--- src/rtl/sound_latch_bridge.sv ---
// Main-CPU to Z80 sound command mailbox: 16-bit command FIFO in,
// 8-bit reply latch out, exposed to the Z80 as I/O ports.
module sound_latch_bridge #(
    parameter int         DEPTH       = 4,
    parameter logic [7:0] STATUS_PORT = 8'h00,
    parameter logic [7:0] CMD_LO_PORT = 8'h10,
    parameter logic [7:0] CMD_HI_PORT = 8'h20,
    parameter logic [7:0] REPLY_PORT  = 8'h30
) (
    input  logic        clock,
    input  logic        reset,
    input  logic        io_main_wr,
    input  logic [15:0] io_main_data,
    output logic        io_main_ready,
    input  logic        io_main_rd,
    output logic [7:0]  io_main_reply,
    output logic        io_main_reply_valid,
    input  logic [15:0] io_cpu_addr,
    input  logic [7:0]  io_cpu_dout,
    output logic [7:0]  io_cpu_din,
    input  logic        io_cpu_rd,
    input  logic        io_cpu_wr,
    input  logic        io_cpu_iorq,
    output logic        io_cpu_int
);

    localparam int AW = $clog2(DEPTH);
    localparam int CW = AW + 1;
    localparam logic [CW-1:0] FULL_CNT = CW'(DEPTH);

    logic [15:0]   r_mem [DEPTH];
    logic [AW-1:0] r_rd_ptr;
    logic [AW-1:0] r_wr_ptr;
    logic [CW-1:0] r_count;
    logic          r_rd_acc_q;
    logic          r_wr_acc_q;
    logic          r_ovf;
    logic          r_reply_valid;
    logic [7:0]    r_reply;
    logic [7:0]    r_din;
    logic          r_int;
    logic          r_ready;

    logic          w_rd_acc;
    logic          w_wr_acc;
    logic          w_rd_edge;
    logic          w_wr_edge;
    logic [7:0]    w_port;
    logic          w_empty;
    logic          w_full;
    logic          w_pop;
    logic          w_push;
    logic          w_drop;
    logic          w_status_rd;
    logic          w_reply_wr;
    logic [15:0]   w_head;
    logic [7:0]    w_din_next;

    assign w_rd_acc    = io_cpu_iorq & io_cpu_rd;
    assign w_wr_acc    = io_cpu_iorq & io_cpu_wr;
    assign w_rd_edge   = w_rd_acc & ~r_rd_acc_q;
    assign w_wr_edge   = w_wr_acc & ~r_wr_acc_q;
    assign w_port      = io_cpu_addr[7:0];
    assign w_empty     = (r_count == '0);
    assign w_full      = (r_count == FULL_CNT);
    assign w_head      = r_mem[r_rd_ptr];
    assign w_pop       = w_rd_edge & (w_port == CMD_HI_PORT) & ~w_empty;
    // A pop on the same clock frees a slot, so a push into a full FIFO is kept.
    assign w_push      = io_main_wr & (~w_full | w_pop);
    assign w_drop      = io_main_wr & w_full & ~w_pop;
    assign w_status_rd = w_rd_edge & (w_port == STATUS_PORT);
    assign w_reply_wr  = w_wr_edge & (w_port == REPLY_PORT);

    // Read-data mux for the currently addressed port.
    always_comb begin
        w_din_next = 8'hFF;
        unique case (1'b1)
            (w_port == STATUS_PORT):
                w_din_next = {5'b0, r_ovf, r_reply_valid, ~w_empty};
            (w_port == CMD_LO_PORT):
                if (!w_empty) w_din_next = w_head[7:0];
            (w_port == CMD_HI_PORT):
                if (!w_empty) w_din_next = w_head[15:8];
            default: w_din_next = 8'hFF;
        endcase
    end

    // Command storage; contents need no reset, the count says what is valid.
    always_ff @(posedge clock) begin
        if (w_push) r_mem[r_wr_ptr] <= io_main_data;
    end

    // FIFO pointers and occupancy count.
    always_ff @(posedge clock or negedge reset) begin
        if (!reset) begin
            r_rd_ptr <= '0;
            r_wr_ptr <= '0;
            r_count  <= '0;
        end else begin
            if (w_pop)  r_rd_ptr <= r_rd_ptr + 1'b1;
            if (w_push) r_wr_ptr <= r_wr_ptr + 1'b1;
            r_count <= r_count + CW'(w_push) - CW'(w_pop);
        end
    end

    // Strobe history for first-clock-of-access detection.
    always_ff @(posedge clock or negedge reset) begin
        if (!reset) begin
            r_rd_acc_q <= 1'b0;
            r_wr_acc_q <= 1'b0;
        end else begin
            r_rd_acc_q <= w_rd_acc;
            r_wr_acc_q <= w_wr_acc;
        end
    end

    // Sticky overflow; a new drop beats a simultaneous status read.
    always_ff @(posedge clock or negedge reset) begin
        if (!reset)           r_ovf <= 1'b0;
        else if (w_drop)      r_ovf <= 1'b1;
        else if (w_status_rd) r_ovf <= 1'b0;
    end

    // Reply latch; a Z80 write beats a same-clock consume from the main CPU.
    always_ff @(posedge clock or negedge reset) begin
        if (!reset) begin
            r_reply       <= 8'h00;
            r_reply_valid <= 1'b0;
        end else if (w_reply_wr) begin
            r_reply       <= io_cpu_dout;
            r_reply_valid <= 1'b1;
        end else if (io_main_rd) begin
            r_reply_valid <= 1'b0;
        end
    end

    // Read data is frozen after the first clock of an access so a pop or
    // status clear cannot change the byte the Z80 is about to latch.
    always_ff @(posedge clock or negedge reset) begin
        if (!reset)                       r_din <= 8'hFF;
        else if (!(w_rd_acc && r_rd_acc_q)) r_din <= w_din_next;
    end

    // Registered level interrupt and main-side ready from the count.
    always_ff @(posedge clock or negedge reset) begin
        if (!reset) begin
            r_int   <= 1'b0;
            r_ready <= 1'b1;
        end else begin
            r_int   <= ~w_empty;
            r_ready <= ~w_full;
        end
    end

    assign io_cpu_din          = r_din;
    assign io_cpu_int          = r_int;
    assign io_main_ready       = r_ready;
    assign io_main_reply       = r_reply;
    assign io_main_reply_valid = r_reply_valid;

endmodule

--- config.mk ---
export PLATFORM = sky130hd
export DESIGN_NAME = sound_latch_bridge
export DESIGN_NICKNAME = d
export VERILOG_FILES = /design/src/rtl/sound_latch_bridge.sv
export SDC_FILE = /design/constraint.sdc
export NUM_CORES = 1
export LEC_CHECK = 0
export ABC_AREA = 1
export CORE_AREA = 5 5 146 92
export DETAILED_ROUTE_END_ITERATION = 12
export DIE_AREA = 0 0 151 97
export HOLD_SLACK_MARGIN = 0.12
export SYNTH_ARGS = -nofsm -noshare
export SYNTH_HDL_FRONTEND = slang
export SYNTH_SLANG_ARGS = --single-unit
--- constraint.sdc ---
create_clock -name clock -period 6.32 [get_ports clock]
set_clock_uncertainty 0.2 [all_clocks]
set_input_delay 0.948 -clock clock [delete_from_list [all_inputs] [get_ports clock]]
set_output_delay 0.948 -clock clock [all_outputs]
set_load 0.01 [all_outputs]
==> results of run 1 <==
## synth_stat cells (2+ instances only)
master / count
ha_1: 6
nor2_1: 66
inv_2: 2
o21ai_1: 7
buf_4: 2
o21ai_0: 6
nor2_2: 7
buf_6: 2
or2_0: 2
nand2_2: 5
dfstp_2: 9
nand3_4: 2
dfrtp_1: 20
xor2_1: 3
nand3_1: 30
nand2_1: 110
edfxtp_1: 64
buf_2: 6
inv_1: 42
## how the worst max path moves through the flow
stage / startpoint / to / slack (ns) / cells past startpoint
finish: io_cpu_addr[7] / r_mem[3][1] / 2.97 / 8
global route: io_cpu_addr[7] / r_mem[3][1] / 2.78 / 8
global placement: io_cpu_addr[7] / r_mem[3][1] / 2.61 / 8
floorplan: io_cpu_addr[1] / r_count[2] / 3.30 / 12
CTS: io_cpu_addr[7] / r_mem[3][2] / 2.84 / 8
detailed placement: io_cpu_addr[7] / r_mem[3][0] / 2.47 / 8
## through the flow
step           setup slack, ns  power [W]
6_report                 2.968   0.001635
5_1_grt                  2.782   0.001725
4_1_cts                  2.835   0.001656
3_5_place_dp             2.469   0.001112
3_3_place_gp             2.606   0.001102
2_1_floorplan            3.304  0.0009966
## report_power, final
part,switching [W],leakage (nW),total (W),internal (W)
logic,0.000183,1.06,0.000282,0.0000992
registers,0.0000375,0.933,0.000810,0.000773
clock network,0.000232,0.140,0.000542,0.000310
total,0.000453,2.13,0.00163,0.00118
## layer usage
| layer | vias to the layer above | track usage (%) | routed length (um) |
|---|---|---|---|
| li1 | 1403 | - | - |
| met1 | 1333 | 17.44 | 4129 |
| met2 | 57 | 18.61 | 3992 |
| met3 | 9 | 3.923 | 453 |
| met4 | 0 | 3.621 | 89 |
| met5 | - | 0 | 0 |
## layout make-up
cell class | count | area (sq um)
Clock buffer | 10 | 229.0
Clock inverter | 6 | 71.32
Fill cell | 1138 | 6740
Inverter | 44 | 165.2
Multi-Input combinational cell | 254 | 1212
Sequential cell | 93 | 2659
Tap cell | 165 | 206.4
Timing Repair Buffer | 59 | 585.6
## flip-flops by register name (all words and copies together) (netlist names)
register	flops
r_mem	64
io_cpu_din	8
io_main_reply	8
r_count	3
r_rd_ptr	2
r_wr_ptr	2
io_cpu_int	1
io_main_ready	1
io_main_reply_valid	1
r_ovf	1
r_rd_acc_q	1
r_wr_acc_q	1
## logic make-up after synthesis
family / share of synthesized area, %
AOI/OAI and AO/OA: 1.978
xor gates and xnor gates: 0.6392
adders and majority gates: 2.313
buffers and inverters: 5.843
DFF: 64.67
and+or+nand+nor: 24.56
## worst max-delay path, cell delays in order
cell,delay [ns]
clkdlybuf4s50_1,0.45
nor2_4,0.20
nand3_4,0.11
nor2_8,0.19
nand3_4,0.14
nand2_2,0.14
nand2_4,0.10
nor2_2,0.80
==> impl_results.md, run 1 <==
- Root Driver: clkbuf_16
- Worst r2r src: r_count[1]
- Site Rows: 31
- Register-to-register setup slack: 3.64 ns
- Yosys warnings: 0
- Ys async rst share: ~31%
- Pins over their slew limit: 0
- Hold Crit Class: register to register
- Port Buf Inserts: 57
- Setup crit start kind: input pin
- Commonest non-fill, non-tap cell in the layout: nand2_1
- Worst r2r dst: r_mem[3][1]
- Util after Layout: between 40% and 50%
- Global Route Usage Sum: roughly 12%
- Pin slew with the least headroom to its limit: 1.040 ns
- Synth Instances: roughly 400
- Critical Path Fanout Max: 16
- Cell variety after synth: 31
- Die Width: 151 um
- Peak supply drop: 148.9 uV
- Initial antenna violation count: 0
- H-Tree Depth: 3
- Hpwl dp: ~5900 um
- Worst-path clk slew: 0.06 ns
- Worst R2R Path Depth: 6
- Largest net degree at the start of global routing: 38
- ANT cells: 0
- Starting Density: 34.64%
- PwrDens: around 320 nW/um^2
- RSZ-0062 raised after global routing: false
- Cts hold-fix bufs: 0
- Sinks on Clock Net: 93
- Leak: 2.130 nW
- Worst Hold Path EP: r_ovf
- # resized after CTS: 0
- Outcome: complete, no violations
- Commonest non-fill, non-tap cells in the layout: 110 x nand2_1, 66 x nor2_1, 64 x edfxtp_1
- Via/cell ratio: 4.441
- Max_slew headroom: 30.59%
- Vias: 2802
- Finish-stage setup viols: 0
- Total core area: between 10000 and 15000 sq um
- Syn_nets: 457
- Drc violations: 0
- Crit share post-route: a little over half
- # IOs: 66
- Placer Congestion: roughly 0.7
- WL final: about 8700 um
- Hold Fails Final Rpt: 0
- Clock tree buffer depth: 2
- WP data required: roughly 6 ns
- Yosys top cell area share: 46.74%
- Ys flop type: edfxtp_1
- Final std cells w/o fill: roughly 630
- Layout cells sized above 1: 10.52%
- Dpl cells: 615
- Minimum clock period: 3.352 ns
- DRT Pass-1 Iters: 5
- Grt total ovfl: 0
- Die footprint: 14650 sq um
- First-pass GRT wire length: 14190 um
- Hold Worst Slack: 0.2842 ns
- Worst Hold Path Cells: 2
- Top cells by area, synth: edfxtp_1 47%, dfrtp_1 12%, nand2_1 10%, nor2_1 6.0%, dfstp_2 5.8%
- Crit Path Class: input pin to register
- CP arrival: 3.11 ns
- Area growth, synth to finish: 24.74%
- Antenna Nets Post-Route: 0
- Iteration-0 DRC Markers: 117
- Register area share after synthesis: 64.67%
- Critical Path End Type: register
- Final nets: around 500
- WL per Instance: about 14 um
- Hold Startpoint: r_ovf
- EDFF count, synth: 64
- Placed instance area: roughly 4800 sq um
- Fmax: 298.3 MHz
- Worst-Skew Late Latency: about 0.34 ns
- Die Ht: 97 um
- TritonCTS Buffers: 9
- Synthesized area: 4111 sq um
- CTS tree: built
- Fin area: 5129 sq um
- Largest area contributor in the netlist: edfxtp_1
- Vias in the first global route: 2775
- MaxCap Viol Count: 0
- Fin Setup TNS: 0 ns
- #FFs+latches synth: 93
- Syn Area/Cell: 10.20 sq um
- Post-CTS Repair Setup Buffers: 0
(Power assumes the default switching activity.)
==> inputs of run 2 (changes only) <==
==> constraint.sdc (replaced) <==
create_clock -name clock -period 3 [get_ports clock]
set_clock_uncertainty 0.2 [all_clocks]
set_input_delay 0.45 -clock clock [delete_from_list [all_inputs] [get_ports clock]]
set_output_delay 0.45 -clock clock [all_outputs]
set_load 0.01 [all_outputs]
==> run 2 against run 1 <==
  * Critical path depth is 5 higher
  * Worst setup slack worse by 2.5 ns
  * Largest power group unchanged
  * Final area is 1.7% higher
  * Via count stayed put
  * Register-to-register slack worse by 3.1 ns
==> impl_results.md, run 2 (synthesis results as in run 1) <==
- Outcome: complete, no violations
- Vias: 2802
- Family with the most delay on the worst path: adder cells
- Grt total ovfl: 0
- Clock tree buffer depth: 2
- Busiest layer in global routing: met2
- Sinks on Clock Net: 93
- Worst-Skew Late Latency: 0.34 ns
- Antenna Nets Post-Route: 0
- H-Tree Depth: 3
- Vias in the first global route: 2889
- Layout cells sized above 1: about an eighth
- GR Layer Usage met3: 3.923%
- WL per Instance: 13.98 um
- Max_slew headroom: 61.15%
- Hold Worst Slack: ~0.28 ns
- Crit-path max cell delay: 0.44 ns
- Critical Path Fanout Max: 3
- MaxCap Viol Count: 0
- Starting Density: 34.64%
- Crit path top cell by count: inv_1
- Hpwl dp: 6375 um
- Fin Setup TNS: 0 ns
- Largest net degree at the start of global routing: 31
- Iteration-0 DRC Markers: 161
- Die footprint: about 15000 sq um
- WL final: 9003 um
- Root Driver: clkbuf_16
- # resized after CTS: 0
- First-pass GRT wire length: 14810 um
- Critical Path End Type: register
- Site Rows: 31
- Finish-stage setup viols: 0
- DRT Pass-1 Iters: 4
- Die Ht: a little under 100 um
- Worst-path clk slew: 0.06 ns
- # IOs: 66
- Minimum clock period: 2.527 ns
- Largest register FFs: 64
- Hold Fails Final Rpt: 0
- Routing usage on met1: 18.53%
- Area growth, synth to finish: 26.87%
- CTS tree: built
- Peak supply drop: 362.8 uV
- Buf/Inv on CP: 4
- ANT cells: 0
- Met2 Track Usage GR: 19.60%
- Cts hold-fix bufs: 0
- Initial antenna violation count: 0
- Top reg by flops: r_mem
- Final nets: 528
- Via/cell ratio: ~4.4
- Global Route Usage Sum: 13.06%
- Util after Layout: 43.95%
- Worst setup margin: 0.4731 ns
- Post-CTS Repair Setup Buffers: 0
- TritonCTS Buffers: 9
- Slowest CP cell: clkdlybuf4s50_1
- PwrDens: 662.9 nW/um^2
- CP arrival: ~2.6 ns
- Fmax: just under 400 MHz
- Leak: 2.201 nW
- Pins over their slew limit: 0
- WP data required: around 3.0 ns
- Place WS: 0.1171 ns
- Crit path cell chain: clkdlybuf4s50_1 > inv_1 > nand3_4 > nor2_8 > nand3_4 > nand2_2 > nand2_4 > ha_1 > inv_1 > ha_1 > inv_1 > fa_1 > xor2_1
- Setup crit start kind: input pin
- Placer Congestion: 0.7571
- Crit Path Class: input pin to register
- Die Width: 151 um
- Drc violations: 0
- Crit share post-route: a little over four fifths
- Total power: 0.003458 W
- RSZ-0062 raised after global routing: false
- Pin slew with the least headroom to its limit: 0.5827 ns
- Hold Crit Class: register to register
- Commonest non-fill, non-tap cells in the layout: 110 x nand2_1, 66 x nor2_1, 64 x edfxtp_1
- Commonest non-fill, non-tap cell in the layout: nand2_1
- Total core area: 11870 sq um
- Port Buf Inserts: 57
[run 2: worst paths after layout]
| path | from | end | slack [ns] | depth (start not counted) |
|---|---|---|---|---|
| max | io_cpu_addr[4] | r_count[2] | 0.47 | 13 |
| min | io_main_reply[6] | io_main_reply[6] | 0.28 | 2 |
| max reg2reg | r_count[1] | r_count[2] | 0.53 | 10 |
| min reg2reg | io_main_reply[6] | io_main_reply[6] | 0.28 | 2 |
| max in group asynchronous | reset | io_cpu_din[7] | 1.99 | 2 |
| min in group asynchronous | reset | io_main_reply[1] | 0.29 | 2 |
[run 2: through the flow]
| stage | area, sq um | cells |
|---|---|---|
| 4_1_cts | 5216 | 644 |
| 5_1_grt | 5216 | 644 |
| 3_3_place_gp | 4926 | 628 |
| 2_1_floorplan | 4111 | 403 |
| 6_report | 5216 | 644 |
| 3_5_place_dp | 4926 | 628 |
[run 2: power breakdown]
group	total (W)	switching (W)	leakage, nW	internal (W)
clock	0.00111	0.000463	0.145	0.000646
combinational	0.000646	0.000399	1.12	0.000247
sequential	0.00170	0.0000786	0.933	0.00162
[run 2: routing by layer]
layer / wire, um / share of wire (%)
met1: 4441 / 49
met2: 4065 / 45
met3: 426 / 4.7
met4: 69 / 0.77
met5: 0 / 0
[run 2: cell type report]
type / count / area [sq um]
Clock buffer: 10 / 229.0
Timing Repair Buffer: 72 / 683.2
Tap cell: 165 / 206.4
Fill cell: 1155 / 6653
Clock inverter: 6 / 61.31
Multi-Input combinational cell: 254 / 1212
Inverter: 44 / 165.2
Sequential cell: 93 / 2659
[run 2: worst reg2reg max path: stages, from the launching register on]
cell	delay, ns
dfrtp_1	0.42
or2_2	0.32
nor2_1	0.22
nand2_2	0.13
nand2_4	0.07
ha_1	0.23
inv_1	0.06
ha_1	0.13
inv_1	0.04
fa_1	0.36
xor2_1	0.17
